[config.mk]
export PLATFORM = sky130hd
export DESIGN_NAME = updown_counter
export DESIGN_NICKNAME = d
export VERILOG_FILES = /design/src/rtl/updown_counter.sv
export SDC_FILE = /design/constraint.sdc
export NUM_CORES = 1
export LEC_CHECK = 0
export BUFFER_PORTS_ARGS = -buffer_cell sky130_fd_sc_hd__buf_2
export CELL_PAD_IN_SITES_DETAIL_PLACEMENT = 1
export CELL_PAD_IN_SITES_GLOBAL_PLACEMENT = 2
export CORE_AREA = 3 3 40 42
export DETAILED_ROUTE_END_ITERATION = 8
export DIE_AREA = 0 0 43 45
export GPL_TIMING_DRIVEN = 0
export PLACE_DENSITY_LB_ADDON = 0.05
export SETUP_SLACK_MARGIN = 0.2
export SLEW_MARGIN = 10
export SYNTH_ARGS = -nofsm -noshare
export SYNTH_HDL_FRONTEND = slang
export SYNTH_SLANG_ARGS = --single-unit
[constraint.sdc]
create_clock -name clk -period 4.1 [get_ports clk]
set_input_delay 0.41 -clock clk [delete_from_list [all_inputs] [get_ports clk]]
set_output_delay 0.41 -clock clk [all_outputs]
set_load 0.03 [all_outputs]
[src/rtl/updown_counter.sv]
// Parametrised synchronous up/down modulo counter with enable, clamped parallel
// load, wrap/saturate mode and registered terminal count. Define UPDOWN_GRAY_EN to add a registered Gray output.
module updown_counter #(
    parameter int WIDTH    = 3,
    parameter int MODULUS  = 8,
    parameter bit SATURATE = 1'b0
) (
    input  logic             clk,
    input  logic             rst,
    input  logic             en,
    input  logic             dir,
    input  logic             load,
    input  logic [WIDTH-1:0] load_val,
`ifdef UPDOWN_GRAY_EN
    output logic [WIDTH-1:0] gray,
`endif
    output logic [WIDTH-1:0] count,
    output logic             tc
);

    localparam int AW = WIDTH + 1;
    localparam logic [AW-1:0] MOD_W = AW'(MODULUS);
    localparam logic [AW-1:0] TOP_W = AW'(MODULUS - 1);

    logic [WIDTH-1:0] count_p0;
    logic             tc_p0;
    logic [WIDTH-1:0] next_count;
    logic             next_tc;

    // Out-of-range load values are clamped to the top of the count range.
    function automatic logic [WIDTH-1:0] clamp_load(input logic [WIDTH-1:0] lv);
        logic [AW-1:0] lv_e;
        lv_e = {1'b0, lv};
        if (lv_e < MOD_W)
            return lv;
        return TOP_W[WIDTH-1:0];
    endfunction

    function automatic logic at_boundary(input logic [WIDTH-1:0] c, input logic up);
        logic [AW-1:0] c_e;
        c_e = {1'b0, c};
        if (c_e >= MOD_W)
            return 1'b0;
        if (up)
            return (c_e == TOP_W);
        return (c_e == '0);
    endfunction

    // Saturation or wrap at the range ends; an illegal count recovers to zero.
    function automatic logic [WIDTH-1:0] step_count(input logic [WIDTH-1:0] c, input logic up);
        logic [AW-1:0] c_e;
        logic [AW-1:0] n_e;
        c_e = {1'b0, c};
        if (c_e >= MOD_W)
            n_e = '0;
        else if (up)
            n_e = (c_e == TOP_W) ? (SATURATE ? c_e : '0) : c_e + AW'(1);
        else
            n_e = (c_e == '0) ? (SATURATE ? c_e : TOP_W) : c_e - AW'(1);
        return n_e[WIDTH-1:0];
    endfunction

    always_comb begin
        next_count = count_p0;
        next_tc    = 1'b0;
        if (load) begin
            next_count = clamp_load(load_val);
        end else if (en) begin
            next_count = step_count(count_p0, dir);
            next_tc    = at_boundary(count_p0, dir);
        end
    end

    // Stage p0: count and terminal-count registers
    always_ff @(posedge clk) begin
        if (rst) begin
            count_p0 <= '0;
            tc_p0    <= 1'b0;
        end else begin
            count_p0 <= next_count;
            tc_p0    <= next_tc;
        end
    end

    assign count = count_p0;
    assign tc    = tc_p0;

`ifdef UPDOWN_GRAY_EN
    logic [WIDTH-1:0] gray_p0;

    // Gray is taken from next_count so it lines up with count in the same cycle.
    always_ff @(posedge clk) begin
        if (rst)
            gray_p0 <= '0;
        else
            gray_p0 <= next_count ^ (next_count >> 1);
    end

    assign gray = gray_p0;
`endif

endmodule

# After elaboration in Yosys (flattened, before gate mapping)
# Cells that the tools add are included.
[word_totals]
wordCells = 21
in_bits = 8
output_inout_bits = 4
register_bits = 4
[classes]
n_reduce_logical = 3
n_addsub = 2
mux = 12
n_eq_ne = 1
bitwise_logic = 1
[op_table]
columns = ["op", "count"]
rows = [
  ["two-way mux 3 bit", 6],
  ["two-way mux 1 bit", 6],
  ["adder 3 x 1 -> 3 bit, second input constant", 1],
  ["equality test 3 bit, second input constant", 1],
  ["logical NOT 3 bit", 1],
  ["OR reduction 3 bit", 1],
  ["subtractor 3 x 1 -> 3 bit, second input constant", 1],
  ["nonzero test 2 bit", 1],
  ["NOT 1 bit", 1],
]

# Logic depth before layout (Yosys ltp)
# Gate-level depths: netlist of the first run.
[logic_depth]
depth_word = 5
depth_mapped = 6
depth_no_buf = 6

# Least setup slack after synthesis of the first run
# OpenSTA, ideal clock, no wires.
[synth_path]
path_type = "flip-flop to flip-flop"
from = "register count_p0[0] (netlist: count[0])"
to = "register count_p0[0] (netlist: count[0])"
arrival_time_ps = 1397
required_ps = 3973
setup_time_ps = 127
path_stages_with_launch = 7
period_less_slack_ps = 1524
path_buffers = 0
setup_slack_ps = 2576
cell_sequence = "dfxtp_1 -> inv_1 -> ha_1 -> ha_1 -> and2b_1 -> nor3_1 -> a2111oi_2"
[synth_via]
elab_chain_len = 5
elab_cells_between_ends = 9
classes_between = "2 x add/sub; 1 x eq/ne; 5 x mux; 1 x reduce/logical"
[synth_lines]
columns = ["element", "line_no", "rtl"]
rows = [
  ["from (decl)", "25", "logic [WIDTH-1:0] count_p0;"],
  ["from (signal assigned)", "80", "count_p0 <= next_count;"],
  ["subtractor 3 x 1 -> 3 bit, or another cell as far along", "59", "n_e = (c_e == '0) ? (SATURATE ? c_e : TOP_W) : c_e - AW'(1);"],
  ["two-way mux 3 bit (on tied branches)", "59, 57", ""],
  ["two-way mux 3 bit *", "56", "else if (up)"],
  ["two-way mux 3 bit *", "68", "end else if (en) begin"],
  ["two-way mux 3 bit *", "66", "if (load) begin"],
]
# Mark *: on every way between the ends. The rest lies on a longest branch, timed or not. The select of a mux whose other input is x is not followed.
# A chain may end at the register's enable or synchronous reset.

# Worst setup path in the final report of the first run
# Same ends and word-level chain as after synthesis.

==> impl_metrics.toml, run 1 <==
[run_status]
status = "finished, final reports clean"

[setup_path]
arrival_ns = 1.53
crit_type = "flip-flop to flip-flop"
worstReg2RegStart = "count[0]"
r2r_slack_ns = 2.68
critical_path_required_ns = 4.21
cp-end-kind = "flip-flop"
ff2ff_path_depth = 6
cp_max_fo = 5
startpoint_type = "flip-flop"
timing.rr.end = "count[0]"

[sta]
maxSlewViolCount = 0
period_needed_ns = 1.42
worstMarginPinSlew_ns = 0.262
rsz0062_at_grt = "false"
fin_crit_sh_pct = 34.7
slew_headroom_pct = 82.5
fmax_mhz = 703
hold_violations = 0
tns_ns = 0
finalSetupViolCount = 0
skew_ns = 0.00170

[route]
wl_per_cell_um = 12.8
wl_met1_um = 345
drt_iter0_markers = 0
num_vias = 273
drt_wl_total_um = 766
wl_met3_um = 93
via_per_inst = 4.55
met2_length_um = 328
detail_route.first_pass.iterations = 1
dr.max_layer_used = "met3"
ant_nets = 0
drc = 0

[cts]
cts_buffer_depth = 2
cts_resized = 0
cts_sinks = 4
cts.clk_slew.worst_paths_ns = 0.04
numCtsBuffers = 3
holdBufCountCts = 0
htreeDepth = 1
cts-root-buf = "clkbuf_4"
cts_tree = "done"
insertion_delay_ns = 0.23
cts_setup_buffers = 0

[global_routing]
antenna_found_initial = 0
grt_overflow_total = 0
grt_max_degree = 8
grt_pass1_vias = 283
grt_util_all_layers_pct = 9.25
grt_pass1_wl_mm = 1.19

[logic_synthesis]
yosys-top-cells-area = "dfxtp_1, ha_1, inv_1"
synth_top_area_cell = "dfxtp_1"
yosysTopAreaCellShare_pct = 30.0
syn_nets = 43
syn_area_per_cell_um2 = 8.60
netlist_instances = 31
ys_types = 14
yosysWarnings = 0
synth_seq_area_share_pct = 30.0
synth-seq-cells = 4
netlist_area_um2 = 267

[place]
hpwlAfterDp_um = 624
gp_congestion = 0.694
port-buffer-count = 11
placedCellCount = 57

[pwr]
power.leakage_nw = 0.186
p_total_mw = 0.125
vdd_drop_max_uv = 184
powerDensity_mw_per_mm2 = 344

[floorplan]
dieArea_mm2 = 0.00194
core_area_mm2 = 0.00128
ios = 12
rows = 13
start_util_pct = 20.7
die_w_um = 43
die_h_um = 45

[finish]
final_common_cell = "buf_2"
layout-drive-gt1-share_pct = 33.3
final_nets = 59
mostFrequentLayoutCells = "buf_2, inv_1, ha_1, dfxtp_1"
fillers = 172
layout.area.seq_um2 = 80.1
area_growth_pct = 36.2
multi_input_area_um2 = 160
fin_cells = 60
n_antenna_cell = 0

[min_path]
min_delay_path_depth = 3
hold_end = "count[1]"
min_from = "load_val[1]"
hold_path.class = "primary input to flip-flop"

[run]
cap_violations = 0
-- flip-flops by register name, summed over array words and instances (netlist names) --
| register | count |
|---|---|
| count | 3 |
| tc | 1 |
-- logic make-up (layout without fill, tap and decap cells) --
kind of cell	Yosys count	after routing	share of synthesized area, %
AO/OA/AOI/OAI	8	8	23.9
AND/OR/NAND/NOR	7	7	14.1
buffers and inverters	7	21	9.86
adder cells (fa/ha/maj)	4	4	18.8
flip-flops	4	4	30.0
XOR/XNOR	1	1	3.29
-- stage by stage --
step / util [%] / instance area [um2] / setup slack, ns / hold WS [ns]
global route: 28.2 / 363 / 2.58 / 0.437
global placement: 26.5 / 340 / 2.67 / 0.589
finish: 28.2 / 363 / 2.68 / 0.439
detailed placement: 26.5 / 340 / 2.65 / 0.591
floorplan: - / 267 / 2.58 / 0.489
CTS: 28.2 / 363 / 2.64 / 0.435
-- where the power goes --
group	switching, mW	internal, mW
Sequential	0.00281	0.0419
Clock	0.0154	0.0327
Combinational	0.0187	0.0132
-- final cells by class --
type                            count  share of cell area, %
Clock buffer                        3                   6.21
Multi-Input combinational cell     20                   44.1
Timing Repair Buffer               11                   15.2
Inverter                            7                   7.24
Tap cell                           15                   5.17
Sequential cell                     4                   22.1
-- cell usage after synthesis, drive strengths merged --
cell / count
inv: 7
dfxtp: 4
ha: 4
a21oi: 3
nor3: 3
nand2: 2
a2111oi: 1
a211oi: 1
a221oi: 1
a32o: 1
and2b: 1
o211ai: 1
or2b: 1
xnor2: 1
-- routing by layer --
| layer | up-vias | GRT usage, % |
|---|---|---|
| met5 | - | 0 |
| met4 | 0 | 0 |
| met3 | 0 | 9.96 |
| met2 | 13 | 12.9 |
| met1 | 123 | 10.4 |
| li1 | 137 | - |
-- critical path, cell delays in order (launching register included) --
cell,delay (ns)
dfxtp_1,0.39
inv_1,0.07
ha_1,0.20
ha_1,0.18
and2b_1,0.16
nor3_1,0.23
a2111oi_2,0.08
-- how the worst max path moves through the flow --
stage / slack (ns) / cells past startpoint / start / endpoint
5_1_grt: 2.58 / 6 / count[0] / count[0]
3_3_place_gp: 2.67 / 6 / count[0] / count[0]
6_report: 2.68 / 6 / count[0] / count[0]
3_5_place_dp: 2.65 / 6 / count[0] / count[0]
2_1_floorplan: 2.58 / 6 / count[0] / count[0]
4_1_cts: 2.64 / 6 / count[0] / count[0]
Power figures use the tool's default switching activity.
==> inputs of run 2 (changes only) <==
Settings changed: ABC_AREA set to 1, CORE_AREA 3 3 40 42 to not set, CORE_MARGIN set to 3, CORE_UTILIZATION set to 20, DIE_AREA 0 0 43 45 to not set.
Clock period 4.1 ns to 1.4 ns, I/O delays scaled along.
==> impl_metrics.toml, run 2 <==
[logic_synthesis]
synthAdderAreaFrac_pct = 18.1
synth_top_family_by_area = "simple AND/OR/NAND/NOR gates"
yosysWarnings = 0
syn_area_per_cell_um2 = 6.43
synth_edf_count = 0
synth-seq-cells = 4
synth.top_cells.by_count = "nand2_1, inv_1, a21oi_1, dfxtp_1, ha_1"
synth_top_area_cell = "dfxtp_1"
yosys.area_share.simple_pct = 25.8
yosysTopAreaCellShare_pct = 29.0
ys_types = 11
synthMuxAreaShare_pct = 0
synth_compound_area_share_pct = 13.6
netlist_instances = 43
synth_async_sr_flop_share_pct = 0
synthFlopType = "dfxtp_1"
synth_seq_area_share_pct = 29.0
netlist_area_um2 = 277
synth_xor_area_share_pct = 0
yosys-top-cells-area = "dfxtp_1, nand2_1, ha_1"
yosysMostFrequentCell = "nand2_1"
syn_nets = 55

[floorplan]
start_util_pct = 23.0
die_h_um = 43.2
die_w_um = 43.2
rows = 12
core_area_mm2 = 0.00120
ios = 12
dieArea_mm2 = 0.00186

[finish]
final_nets = 73
n_antenna_cell = 0
area_growth_pct = 62.9
largest_register_ffs = 3
mostFrequentLayoutCells = "nand2_1, buf_2, inv_1"
layout-drive-gt1-share_pct = 50.8
fin_util_pct = 37.5
final_common_cell = "nand2_1"

[sta]
rsz0062_at_grt = "false"
worstMarginPinSlew_ns = 0.165
hold_slack_ns = 0.0986
period_needed_ns = 1.16
tns_ns = 0
fin_ws_ns = 0.244
hold_violations = 0
finalSetupViolCount = 0
slew_headroom_pct = 89.0
fmax_mhz = 865
maxSlewViolCount = 0
fin_crit_sh_pct = 82.6
skew_ns = 0.000879

[pwr]
switchingPower_mw = 0.115
powerDensity_mw_per_mm2 = 842
p_comb_share_pct = 28.8
power.leakage_nw = 0.236
internal_power_mw = 0.264
p_total_mw = 0.379
seqPwrFrac_pct = 35.4
swShare_pct = 30.4
clock_power_share_pct = 35.9
vdd_drop_max_uv = 447

[global_routing]
grt_pass1_wl_mm = 1.29
grt_overflow_total = 0
grt_max_degree = 6
grt_util_all_layers_pct = 9.35
antenna_found_initial = 0
grt_pass1_vias = 313

[route]
drt_iter0_markers = 0
detail_route.first_pass.iterations = 1
ant_nets = 0
via_per_inst = 4.19
num_vias = 306
drc = 0
wl_per_cell_um = 11.6
drt_wl_total_um = 849

[cts]
cts_buffer_depth = 2
htreeDepth = 1
cts_sinks = 4
cts_tree = "done"
cts-root-buf = "clkbuf_4"
numCtsBuffers = 3
cts.clk_slew.worst_paths_ns = 0.04
insertion_delay_ns = 0.22

[setup_path]
cp-end-kind = "flip-flop"
arrival_ns = 1.31
startpoint_type = "flip-flop"
crit_type = "flip-flop to flip-flop"
cp_max_fo = 5
critical_path_required_ns = 1.56

[min_path]
hold_path.class = "primary input to flip-flop"

[run]
cap_violations = 0

[run_status]
status = "finished, final reports clean"

[place]
place_ws_ns = 0.173
port-buffer-count = 11
hpwlAfterDp_um = 664
gp_congestion = 0.772
run 2: cell families after synthesis:
family                   count (synthesis)
buffers and inverters                   10
flip-flops                               4
AND/OR/NAND/NOR                         18
adder cells (fa/ha/maj)                  4
AO/OA/AOI/OAI                            7
run 2: stage by stage:
step	instances	instance area, um2
after global routing	73	450
after CTS	73	415
after detailed placement	68	357
final	73	450
after global placement	68	357
after floorplan	43	284
run 2: layer usage:
metal  GRT usage (%)  vias up  share of wire, %
met4            3.61        0                 0
met1            11.1      134                44
met2            16.2        8                50
met3            1.69        0               5.8
li1                -      164                 -
met5               0        -                 0
run 2: repair_timing:
action	in CTS	in global routing
pin swaps	7	7
setup endpoints to repair	2	3
cloned	0	0
hold buffers	0	0
setup buffers	2	0
resized for setup	6	8
run 2: final cells by class:
cell class,count,area [um2]
inverter,10,37.5
multi-input combinational,29,215
timing repair buffer,13,70.1
clock buffer,3,22.5
fill,162,751
sequential,4,87.6
tap,14,17.5
run 2: critical path, cell delays in order (launching register included):
cell     delay [ns]
dfxtp_4        0.38
ha_4           0.13
ha_2           0.15
nand2_2        0.05
buf_4          0.12
buf_4          0.12
a21oi_2        0.13
run 2: worst paths after layout:
path | startpoint | cells past startpoint | slack, ns | endpoint
max | count[0] | 6 | 0.24 | tc
max reg2reg | count[0] | 6 | 0.24 | tc
min | rst | 2 | 0.1 | count[0]
min reg2reg | count[1] | 2 | 0.61 | count[1]
run 2: power groups by stage:
stage | Clock [mW] | Combinational (mW) | Sequential [mW]
6_report | 0.136 | 0.109 | 0.134
2_1_floorplan | 0 | 0.0393 | 0.144
5_1_grt | 0.152 | 0.125 | 0.136
3_5_place_dp | 0 | 0.0858 | 0.133
4_1_cts | 0.144 | 0.0904 | 0.134
3_3_place_gp | 0 | 0.0825 | 0.133
==> inputs of run 3 (changes only) <==
Settings changed: ABC_AREA 1 to 0, CORE_AREA set to 3 3 40 42, CORE_MARGIN 3 to not set, CORE_UTILIZATION 20 to not set, DIE_AREA set to 0 0 43 45.
Clock period 1.4 ns to 1.2 ns, I/O delays scaled along.
==> impl_metrics.toml, run 3 (synthesis gave the netlist of run 1 again) <==
[run_status]
status = "finished with violations"
violations = "negative setup slack"

[cts]
cts_tree = "done"
htreeDepth = 1
cts_sinks = 4
cts.clk_slew.worst_paths_ns = 0.04
numCtsBuffers = 3
insertion_delay_ns = 0.24
holdBufCountCts = 0
cts-root-buf = "clkbuf_4"
cts_buffer_depth = 2

[setup_path]
cp-end-kind = "flip-flop"
crit_type = "flip-flop to flip-flop"
ff2ff_path_depth = 5
critical_path_required_ns = 1.32
arrival_ns = 1.33
cp_max_fo = 3
timing.rr.end = "count[2]"
r2r_slack_ns = -0.01
startpoint_type = "flip-flop"
worstReg2RegStart = "count[1]"

[sta]
fmax_mhz = 823
rsz0062_at_grt = "true"
worstMarginPinSlew_ns = 0.249
maxSlewViolCount = 0
fin_crit_sh_pct = 101
hold_violations = 0
fin_ws_ns = -0.0146
slew_headroom_pct = 83.4
skew_ns = 0.00249
period_needed_ns = 1.21
finalSetupViolCount = 1

[global_routing]
antenna_found_initial = 0
grt_util_all_layers_pct = 8.15
grt_pass1_wl_mm = 1.12
grt_pass1_vias = 273
grt_max_degree = 8
grt_overflow_total = 0

[route]
wl_per_cell_um = 11.5
drc = 0
drt_iter0_markers = 1
drt_wl_total_um = 713
via_per_inst = 4.55
num_vias = 282
detail_route.first_pass.iterations = 2
ant_nets = 0

[finish]
fillers = 152
n_antenna_cell = 0
layout-drive-gt1-share_pct = 61.7
final_nets = 61
fin_cells = 62
mostFrequentLayoutCells = "buf_2, inv_1, ha_4"
design_area_um2 = 464
area_growth_pct = 74.2
largest_register_ffs = 3
final_common_cell = "buf_2"

[place]
port-buffer-count = 11
hpwlAfterDp_um = 594
gp_congestion = 0.630
placedCellCount = 57
placed_cell_area_um2 = 408

[pwr]
powerDensity_mw_per_mm2 = 1020
p_total_mw = 0.474
vdd_drop_max_uv = 623
power.leakage_nw = 0.200

[floorplan]
core_area_mm2 = 0.00128
ios = 12
start_util_pct = 20.7
dieArea_mm2 = 0.00194
rows = 13
die_h_um = 45
die_w_um = 43

[min_path]
hold_end = "count[1]"
min_from = "rst"
hold_path.class = "primary input to flip-flop"
min_delay_path_depth = 2

[run]
cap_violations = 0
## run 3: changes by cell type in the layout (fill, tap and decap cells not counted), moves of 2 or more
cell,change
nor3_1,+2
buf_6,+2
buf_2,-2
inv_1,-3
nand2_2,-2
nand2_1,-11
## run 3: per-layer routing
metal,up-vias,share of wire (%),wire [um],track usage [%]
met2,8,51,365,12.9
met1,132,42,300,9.35
met4,0,0,0,1.81
met3,0,6.6,47,5.18
met5,-,0,0,0
li1,142,-,-,-
## run 3: cell type report
type	instances	area [um2]	area share [%]
inverters	7	26.3	5.66
repair buffers	13	82.6	17.8
flip-flops and latches	4	88.8	19.1
clock buffers	3	22.5	4.85
multi-input cells	20	225	48.5
well taps	15	18.8	4.04
## run 3: worst max-delay path, stage by stage, from the launching register on
cell,delay (ns)
dfxtp_4,0.36
inv_2,0.05
ha_4,0.16
ha_4,0.25
o211ai_1,0.08
a32o_1,0.21
## run 3: worst max path at each step
stage / start / endpoint / depth (start not counted)
after floorplan: count[0] / count[0] / 6
after global placement: count[0] / count[0] / 6
after detailed placement: count[1] / count[0] / 6
after CTS: count[1] / count[2] / 5
after global routing: count[1] / count[2] / 5
final: count[1] / count[2] / 5
## run 3: where the power goes
group / internal, mW / total, mW / switching, mW
clock: 0.112 / 0.168 / 0.0564
combinational: 0.0718 / 0.149 / 0.0771
sequential: 0.144 / 0.157 / 0.0132
## run 3: timing repair
action / 4_1_cts / 5_1_grt
setup buffers: 2 / 0
gates resized for setup: 5 / 0
pin swaps: 3 / 0
setup endpoints to repair: 4 / 6
## run 3: through the flow
stage	setup WS (ns)	hold slack (ns)	util (%)	setup TNS, ns
floorplan	-0.0885	0.187	-	-0.144
global placement	-0.0765	0.363	31.7	-0.111
detailed placement	-0.0761	0.369	31.7	-0.129
CTS	-0.0261	0.117	36.1	-0.0261
global route	-0.0622	0.134	36.1	-0.0981
finish	-0.0146	0.129	36.1	-0.0146
